File: src/rtl/axis_rx_fifo_if.sv
// AXI4-Stream beat channel carrying 8-bit payload plus packet delimiter.
//   tdata  : stream payload, driven by the master
//   tvalid : master has a beat
//   tlast  : beat closes a packet
//   tready : slave can accept this cycle
interface axis_rx_fifo_if #(
   parameter int unsigned DATA_WIDTH = 8
);
   logic [DATA_WIDTH-1:0] tdata;
   logic                  tvalid;
   logic                  tlast;
   logic                  tready;

   modport master (output tdata, output tvalid, output tlast, input tready);
   modport slave  (input tdata, input tvalid, input tlast, output tready);
endinterface

File: src/rtl/axis_rx_fifo.sv
// AXI4-Stream receive endpoint: buffers beats in a first-word-fall-through FIFO,
// checks the incrementing byte pattern and counts beats/packets.
//   clk      : single rising-edge clock
//   reset    : synchronous active-high, clears all state
//   s_axis   : stream slave (tdata/tvalid/tlast in, tready out, registered)
//   rd_en    : consumer pops the head entry
//   rd_data  : head entry, combinational; 0 when empty
//   rd_valid : FIFO non-empty
//   level    : occupancy, 0..DEPTH
//   seq_err  : sticky data-sequence mismatch flag
//   beat_cnt : accepted beats, saturating
//   pkt_cnt  : accepted beats with tlast, saturating
module axis_rx_fifo #(
   parameter int unsigned DATA_WIDTH = 8,
   parameter int unsigned DEPTH      = 4
) (
   input  logic                       clk,
   input  logic                       reset,
   axis_rx_fifo_if.slave              s_axis,
   input  logic                       rd_en,
   output logic [DATA_WIDTH-1:0]      rd_data,
   output logic                       rd_valid,
   output logic [$clog2(DEPTH):0]     level,
   output logic                       seq_err,
   output logic [15:0]                beat_cnt,
   output logic [15:0]                pkt_cnt
);

   localparam int unsigned AW = $clog2(DEPTH);
   localparam int unsigned LW = AW + 1;
   localparam int unsigned CW = 16;

   typedef enum logic {SYNC, TRACK} seq_state_e;

   logic [DATA_WIDTH-1:0] mem_q [DEPTH];
   logic [AW-1:0]         wr_ptr_q, wr_ptr_d;
   logic [AW-1:0]         rd_ptr_q, rd_ptr_d;
   logic [LW-1:0]         level_q, level_d;
   logic                  tready_q, tready_d;
   logic [CW-1:0]         beat_cnt_q, beat_cnt_d;
   logic [CW-1:0]         pkt_cnt_q, pkt_cnt_d;
   logic                  accept_c, pop_c;

   seq_state_e            state_q, state_d;
   logic [DATA_WIDTH-1:0] expected_q, expected_d;
   logic                  seq_err_q, seq_err_d;
   logic [DATA_WIDTH-1:0] cmp_val_c;

   // Handshake qualification; a pop while empty is dropped here.
   always_comb begin
      accept_c = s_axis.tvalid && tready_q;
      pop_c    = rd_en && (level_q != '0);
   end

   // Pointer, occupancy, tready and counter next-state.
   always_comb begin
      wr_ptr_d   = wr_ptr_q;
      rd_ptr_d   = rd_ptr_q;
      level_d    = level_q;
      beat_cnt_d = beat_cnt_q;
      pkt_cnt_d  = pkt_cnt_q;
      if (accept_c) begin
         wr_ptr_d = wr_ptr_q + AW'(1);
         if (beat_cnt_q != {CW{1'b1}}) beat_cnt_d = beat_cnt_q + CW'(1);
         if (s_axis.tlast && (pkt_cnt_q != {CW{1'b1}})) pkt_cnt_d = pkt_cnt_q + CW'(1);
      end
      if (pop_c) rd_ptr_d = rd_ptr_q + AW'(1);
      case ({accept_c, pop_c})
         2'b10:   level_d = level_q + LW'(1);
         2'b01:   level_d = level_q - LW'(1);
         default: level_d = level_q;
      endcase
      // No bypass: readiness follows post-edge occupancy only.
      tready_d = (level_d < LW'(DEPTH));
   end

   // Datapath state registers.
   always_ff @(posedge clk) begin
      if (reset) begin
         wr_ptr_q   <= '0;
         rd_ptr_q   <= '0;
         level_q    <= '0;
         tready_q   <= 1'b0;
         beat_cnt_q <= '0;
         pkt_cnt_q  <= '0;
      end else begin
         wr_ptr_q   <= wr_ptr_d;
         rd_ptr_q   <= rd_ptr_d;
         level_q    <= level_d;
         tready_q   <= tready_d;
         beat_cnt_q <= beat_cnt_d;
         pkt_cnt_q  <= pkt_cnt_d;
      end
   end

   // Storage; contents are don't-care until written, empty reads are masked.
   always_ff @(posedge clk) begin
      if (accept_c) mem_q[wr_ptr_q] <= s_axis.tdata;
   end

   // Sequence checker state register.
   always_ff @(posedge clk) begin
      if (reset) begin
         state_q    <= SYNC;
         expected_q <= '0;
         seq_err_q  <= 1'b0;
      end else begin
         state_q    <= state_d;
         expected_q <= expected_d;
         seq_err_q  <= seq_err_d;
      end
   end

   // Sequence checker next state: any accepted beat locks onto the stream.
   always_comb begin
      state_d = state_q;
      if (accept_c) state_d = TRACK;
   end

   // Sequence checker outputs: compare, then resync to the received value.
   always_comb begin
      expected_d = expected_q;
      seq_err_d  = seq_err_q;
      cmp_val_c  = (state_q == SYNC) ? '0 : expected_q;
      if (accept_c) begin
         if (s_axis.tdata != cmp_val_c) seq_err_d = 1'b1;
         expected_d = s_axis.tdata + DATA_WIDTH'(1);
      end
   end

   assign s_axis.tready = tready_q;
   assign rd_valid      = (level_q != '0);
   assign rd_data       = rd_valid ? mem_q[rd_ptr_q] : '0;
   assign level         = level_q;
   assign seq_err       = seq_err_q;
   assign beat_cnt      = beat_cnt_q;
   assign pkt_cnt       = pkt_cnt_q;

endmodule

File: src/flat_wrapper.sv
// flat-port wrapper written by rule: the top's interface ports become plain ports
module axis_rx_fifo_flat 
#(
   parameter int unsigned DATA_WIDTH = 8,
   parameter int unsigned DEPTH      = 4
)
  (clk, reset, rd_en, rd_data, rd_valid, level, seq_err, beat_cnt, pkt_cnt, s_axis_tdata, s_axis_tvalid, s_axis_tlast, s_axis_tready);
  axis_rx_fifo_if #(.DATA_WIDTH(DATA_WIDTH)) s_axis_i ();
  input  logic clk;
  input  logic reset;
  input  logic rd_en;
  output logic [DATA_WIDTH-1:0] rd_data;
  output logic rd_valid;
  output logic [$clog2(DEPTH):0] level;
  output logic seq_err;
  output logic [15:0] beat_cnt;
  output logic [15:0] pkt_cnt;
  input wire logic [$bits(s_axis_i.tdata)-1:0] s_axis_tdata;
  input wire logic [$bits(s_axis_i.tvalid)-1:0] s_axis_tvalid;
  input wire logic [$bits(s_axis_i.tlast)-1:0] s_axis_tlast;
  output wire logic [$bits(s_axis_i.tready)-1:0] s_axis_tready;
  assign s_axis_i.tdata = s_axis_tdata;
  assign s_axis_i.tvalid = s_axis_tvalid;
  assign s_axis_i.tlast = s_axis_tlast;
  assign s_axis_tready = s_axis_i.tready;
  axis_rx_fifo #(.DATA_WIDTH(DATA_WIDTH), .DEPTH(DEPTH)) u_core (.clk(clk), .reset(reset), .s_axis(s_axis_i), .rd_en(rd_en), .rd_data(rd_data), .rd_valid(rd_valid), .level(level), .seq_err(seq_err), .beat_cnt(beat_cnt), .pkt_cnt(pkt_cnt));
endmodule
File: config.mk
export PLATFORM = sky130hd
export DESIGN_NAME = axis_rx_fifo_flat
export DESIGN_NICKNAME = d
export VERILOG_FILES = /design/src/rtl/axis_rx_fifo_if.sv /design/src/rtl/axis_rx_fifo.sv /design/src/flat_wrapper.sv
export SDC_FILE = /design/constraint.sdc
export NUM_CORES = 1
export LEC_CHECK = 0
export ABC_CLOCK_PERIOD_IN_PS = 3000
export BUFFER_PORTS_ARGS = -buffer_cell sky130_fd_sc_hd__buf_4
export CAP_MARGIN = 25
export CORE_MARGIN = 3
export CORE_UTILIZATION = 55
export CTS_CLUSTER_SIZE = 12
export DETAILED_ROUTE_END_ITERATION = 7
export PLACE_DENSITY = 0.84
export SKIP_CTS_REPAIR_TIMING = 1
export SLEW_MARGIN = 10
export SYNTH_ARGS = -nofsm -noshare
export SYNTH_HDL_FRONTEND = slang
export SYNTH_SLANG_ARGS = --single-unit
File: constraint.sdc
create_clock -name clk -period 3 [get_ports clk]
set_clock_uncertainty 0.1 [all_clocks]
set_input_delay 0.3 -clock clk [delete_from_list [all_inputs] [get_ports clk]]
set_output_delay 0.3 -clock clk [all_outputs]
set_load 0.005 [all_outputs]
==> impl_results.md <==
- Number of placement rows: 30
- Final setup violating endpoints: 0
- Number of cells produced by synthesis: 358
- Total Nets Final: 431
- Die Y: 90.52 µm
- Worst Path Buf+Inv: 0
- Arrival time at the worst endpoint: 2660 ps
- Antenna Violating Nets Remaining: 0
- Effective utilization at floorplan: 0.5719
- Count of TritonRoute iterations in the first routing pass: 4
- Worst vdd rail ir drop: 0.3922 mV
- Cell type of the slowest stage on the worst timing path: sky130_fd_sc_hd__or3_1
- Leakage power: 1.694 nW
- Cell area after synthesis: 3929 µm²
- PortBufs: 58
- Number of max-cap violations: 0
- Post-synthesis share of cell area spent on full adders, half adders and majority gates: 0.03057
- Post-detailed-placement half-perimeter wirelength: 5355 µm
- Compound-Gate Fraction of Synth Area: 0.08376
- GRT Total Usage: 0.1952
- Xor and xnor fraction of the mapped netlist area: 0.09140
- Inserted Diodes: 0
- Number of antenna violations at the first check in global routing: 0
- CP startpoint kind: register
- Worst Setup End Kind: register
- Number of top-level design ports: 59
- First DRT Iteration DRCs: 155
- Overall routed net length: 7690 µm
- Power share of the sequential group: 0.476
- Ys Warns: 0
- Sequential element share of the synthesized area: 0.5096
- Setup repair after global routing missed its margin: no
- H-Tree Depth: 3
- Combinational Power Share: 0.230
- Psw: 0.8019 mW
- Commonest non-fill, non-tap cells in the layout: 60 x sky130_fd_sc_hd__buf_4, 52 x sky130_fd_sc_hd__dfxtp_1, 50 x sky130_fd_sc_hd__nor2_1, 32 x sky130_fd_sc_hd__edfxtp_1, 29 x sky130_fd_sc_hd__xnor2_1
- Post-synth net total: 380
- Average footprint of a synthesized cell: 10.97 µm²
- Final TNS setup: 0 ps
- Via count: 2,800
- Critical path fanouts, max: 10
- Area growth from synthesis to layout: 17.45%
- Clock tree from TritonCTS: built
- Area inside the core boundary: 6869 µm²
- Maximum number of pins on one net before global-route repair: 52
- Max transition margin: 0.6382
- Most common cell after layout, fill and taps aside: sky130_fd_sc_hd__buf_4
- CTS root buf: sky130_fd_sc_hd__clkbuf_8
- Pwr per Cell Area: 633.8 nW/µm²
- Sinks on Clock Net: 84
- Final Util: 0.6718
- Multi-input combinational cell area: 1792 µm²
- Maximum cell stage delay along the critical path: 500 ps
- Overflow left after global routing: 0
- Post-synthesis cell type count: 50
- F_max: 0.4018 GHz
- Type of the setup path with the least slack: register to register
- Final RePlAce weighted congestion: 0.7915
- Sw Ratio: 0.2742
- Type of the tightest min-delay check: primary input to register
- Vias in the first global route: 2,691
- Post-route DRC: 0
- Final count of pins violating max slew: 0
- Status: completed
- Endpoints failing hold: 0
- Required time at the worst-slack endpoint: 3170 ps
- Clock insertion delay at the later pin of the skew report: 340 ps
- Flip-flop and latch count after synthesis: 84
- Sequential cell area in the final layout: 2002 µm²
- First-pass GRT wire length: 12,880 µm
- Count of filler cells inserted in the layout: 544
- Clock power frac: 0.294
- Final Critical Period: 2489 ps
- Max Buffers Root-to-Sink: 2
- Width of the chip: 90.52 µm
- Share of cell area taken by muxes after synthesis: 0.05350
- Total internal power: 2.123 mW
- Area of the die: 8193 µm²
- Ratio of final minimum period to clock period: 0.8297
- Average routed wire per standard cell: 15.08 µm
- Clock-pin slew on the worst setup and hold paths: 80 ps
- DR vias/cell: 5.490
- Category of cells accounting for the largest share of critical-path delay: simple AND/OR/NAND/NOR gates
- Inserted Clock Buffers: 9
- Fraction of layout instances using a drive strength above 1: 0.2343
- Simple-gate share of the synthesized area: 0.1968
- Worst-path cell chain: or3_1, and2_1, ha_1, fa_1, xnor2_1, nor2_1, xor2_1, nor2b_1
- Least-Margin Pin Slew: 541.9 ps
- Dominant combinational cell family by area after synthesis: simple AND/OR/NAND/NOR gates
==> registers in the layout, summed over array words and instances (netlist names), named ones only <==
signal	count
u_core.wr_ptr_q	2
u_core.pkt_cnt	16
u_core.rd_ptr_q	2
u_core.state_q	1
u_core.seq_err	1
u_core.s_axis.tready	1
u_core.expected_q	8
u_core.beat_cnt	16
u_core.mem_q	32
u_core.level	2
==> Yosys cell counts (all sizes together) <==
library cell | n | area, µm²
nor4 | 1 | 12.51
or3 | 3 | 18.77
o21bai | 1 | 7.510
a21oi | 13 | 68.82
nand4b | 4 | 35.03
buf | 10 | 63.81
xnor2 | 29 | 254.0
o21ai | 6 | 30.03
and3 | 12 | 80.08
mux4 | 8 | 180.2
nor4b | 2 | 30.03
o2bb2ai | 1 | 8.760
nor2b | 1 | 6.260
inv | 9 | 33.78
o2111ai | 1 | 8.760
ha | 8 | 100.1
clkbuf | 10 | 37.54
and4 | 5 | 46.29
nor2 | 50 | 187.7
and2 | 11 | 70.07
nand2 | 16 | 62.56
dfxtp | 52 | 1041
a311oi | 1 | 8.760
a41oi | 1 | 8.760
o41ai | 2 | 17.52
a211oi | 11 | 82.58
and4b | 1 | 10.01
nand4 | 12 | 96.34
edfxtp | 32 | 960.9
a31oi | 2 | 12.51
mux2i | 3 | 30.03
or4 | 1 | 7.510
nand3 | 15 | 80.08
xor2 | 12 | 105.1
fa | 1 | 20.02
o211a | 3 | 30.03
a2111oi | 3 | 45.04
nor3 | 5 | 30.03
==> stage by stage <==
| step | worst slack [ps] | hold slack [ps] | cell area (µm²) | cells | power, mW |
|---|---|---|---|---|---|
| after floorplan | 684.2 | 295.7 | 3929 | 358 | 1.806 |
| after global placement | 621.9 | 342.1 | 4398 | 494 | 2.061 |
| after detailed placement | 540.6 | 342.2 | 4398 | 494 | 2.094 |
| after CTS | 497.8 | 98.31 | 4614 | 510 | 2.952 |
| after global routing | 311.8 | 99.07 | 4614 | 510 | 3.093 |
| final | 510.9 | 105.7 | 4614 | 510 | 2.924 |
==> path summary, 6_finish.rpt <==
kind                            cells after the start  slack [ps]                            to                    startpoint
worst min-delay path                                1         110  u_core.mem_q[2][7]$_DFFE_PP_               s_axis_tdata[7]
worst max-delay path                                8         510                      register  u_core.level[1]$_SDFFE_PP0N_
worst min register to register                      2         350   u_core.seq_err$_SDFFE_PP0P_   u_core.seq_err$_SDFFE_PP0P_
worst max register to register                      8         510                      register  u_core.level[1]$_SDFFE_PP0N_
==> area by class of cell <==
cell class | instances | share of cell area
sequential | 84 | 0.4338
multi-input combinational | 245 | 0.3883
timing repair buffer | 60 | 0.09761
clock buffer | 10 | 0.02766
tap | 96 | 0.02603
clock inverter | 6 | 0.01925
inverter | 9 | 0.007321
==> logic make-up after synthesis <==
group | count (synthesis)
simple gates | 139
flops | 84
compound gates | 45
xor+xnor | 41
buf+inv | 29
mux | 11
fa+ha+maj | 9
==> per-layer routing <==
layer	vias to the layer above	track usage	routed length [µm]	part of all wire
met5	-	0	0	0
met4	0	0.07781	162	0.021
met3	13	0.04583	358	0.047
met2	57	0.3033	3667	0.48
met1	1339	0.2644	3502	0.46
li1	1391	-	-	-
==> power groups by stage <==
stage	sequential, mW	combinational, mW	clock, mW
after global routing	1.41	0.743	0.939
after detailed placement	1.42	0.674	0
after global placement	1.41	0.654	0
after floorplan	1.37	0.435	0
after CTS	1.39	0.683	0.876
final	1.39	0.673	0.859
No activity file was read; power rests on OpenSTA's default activity.
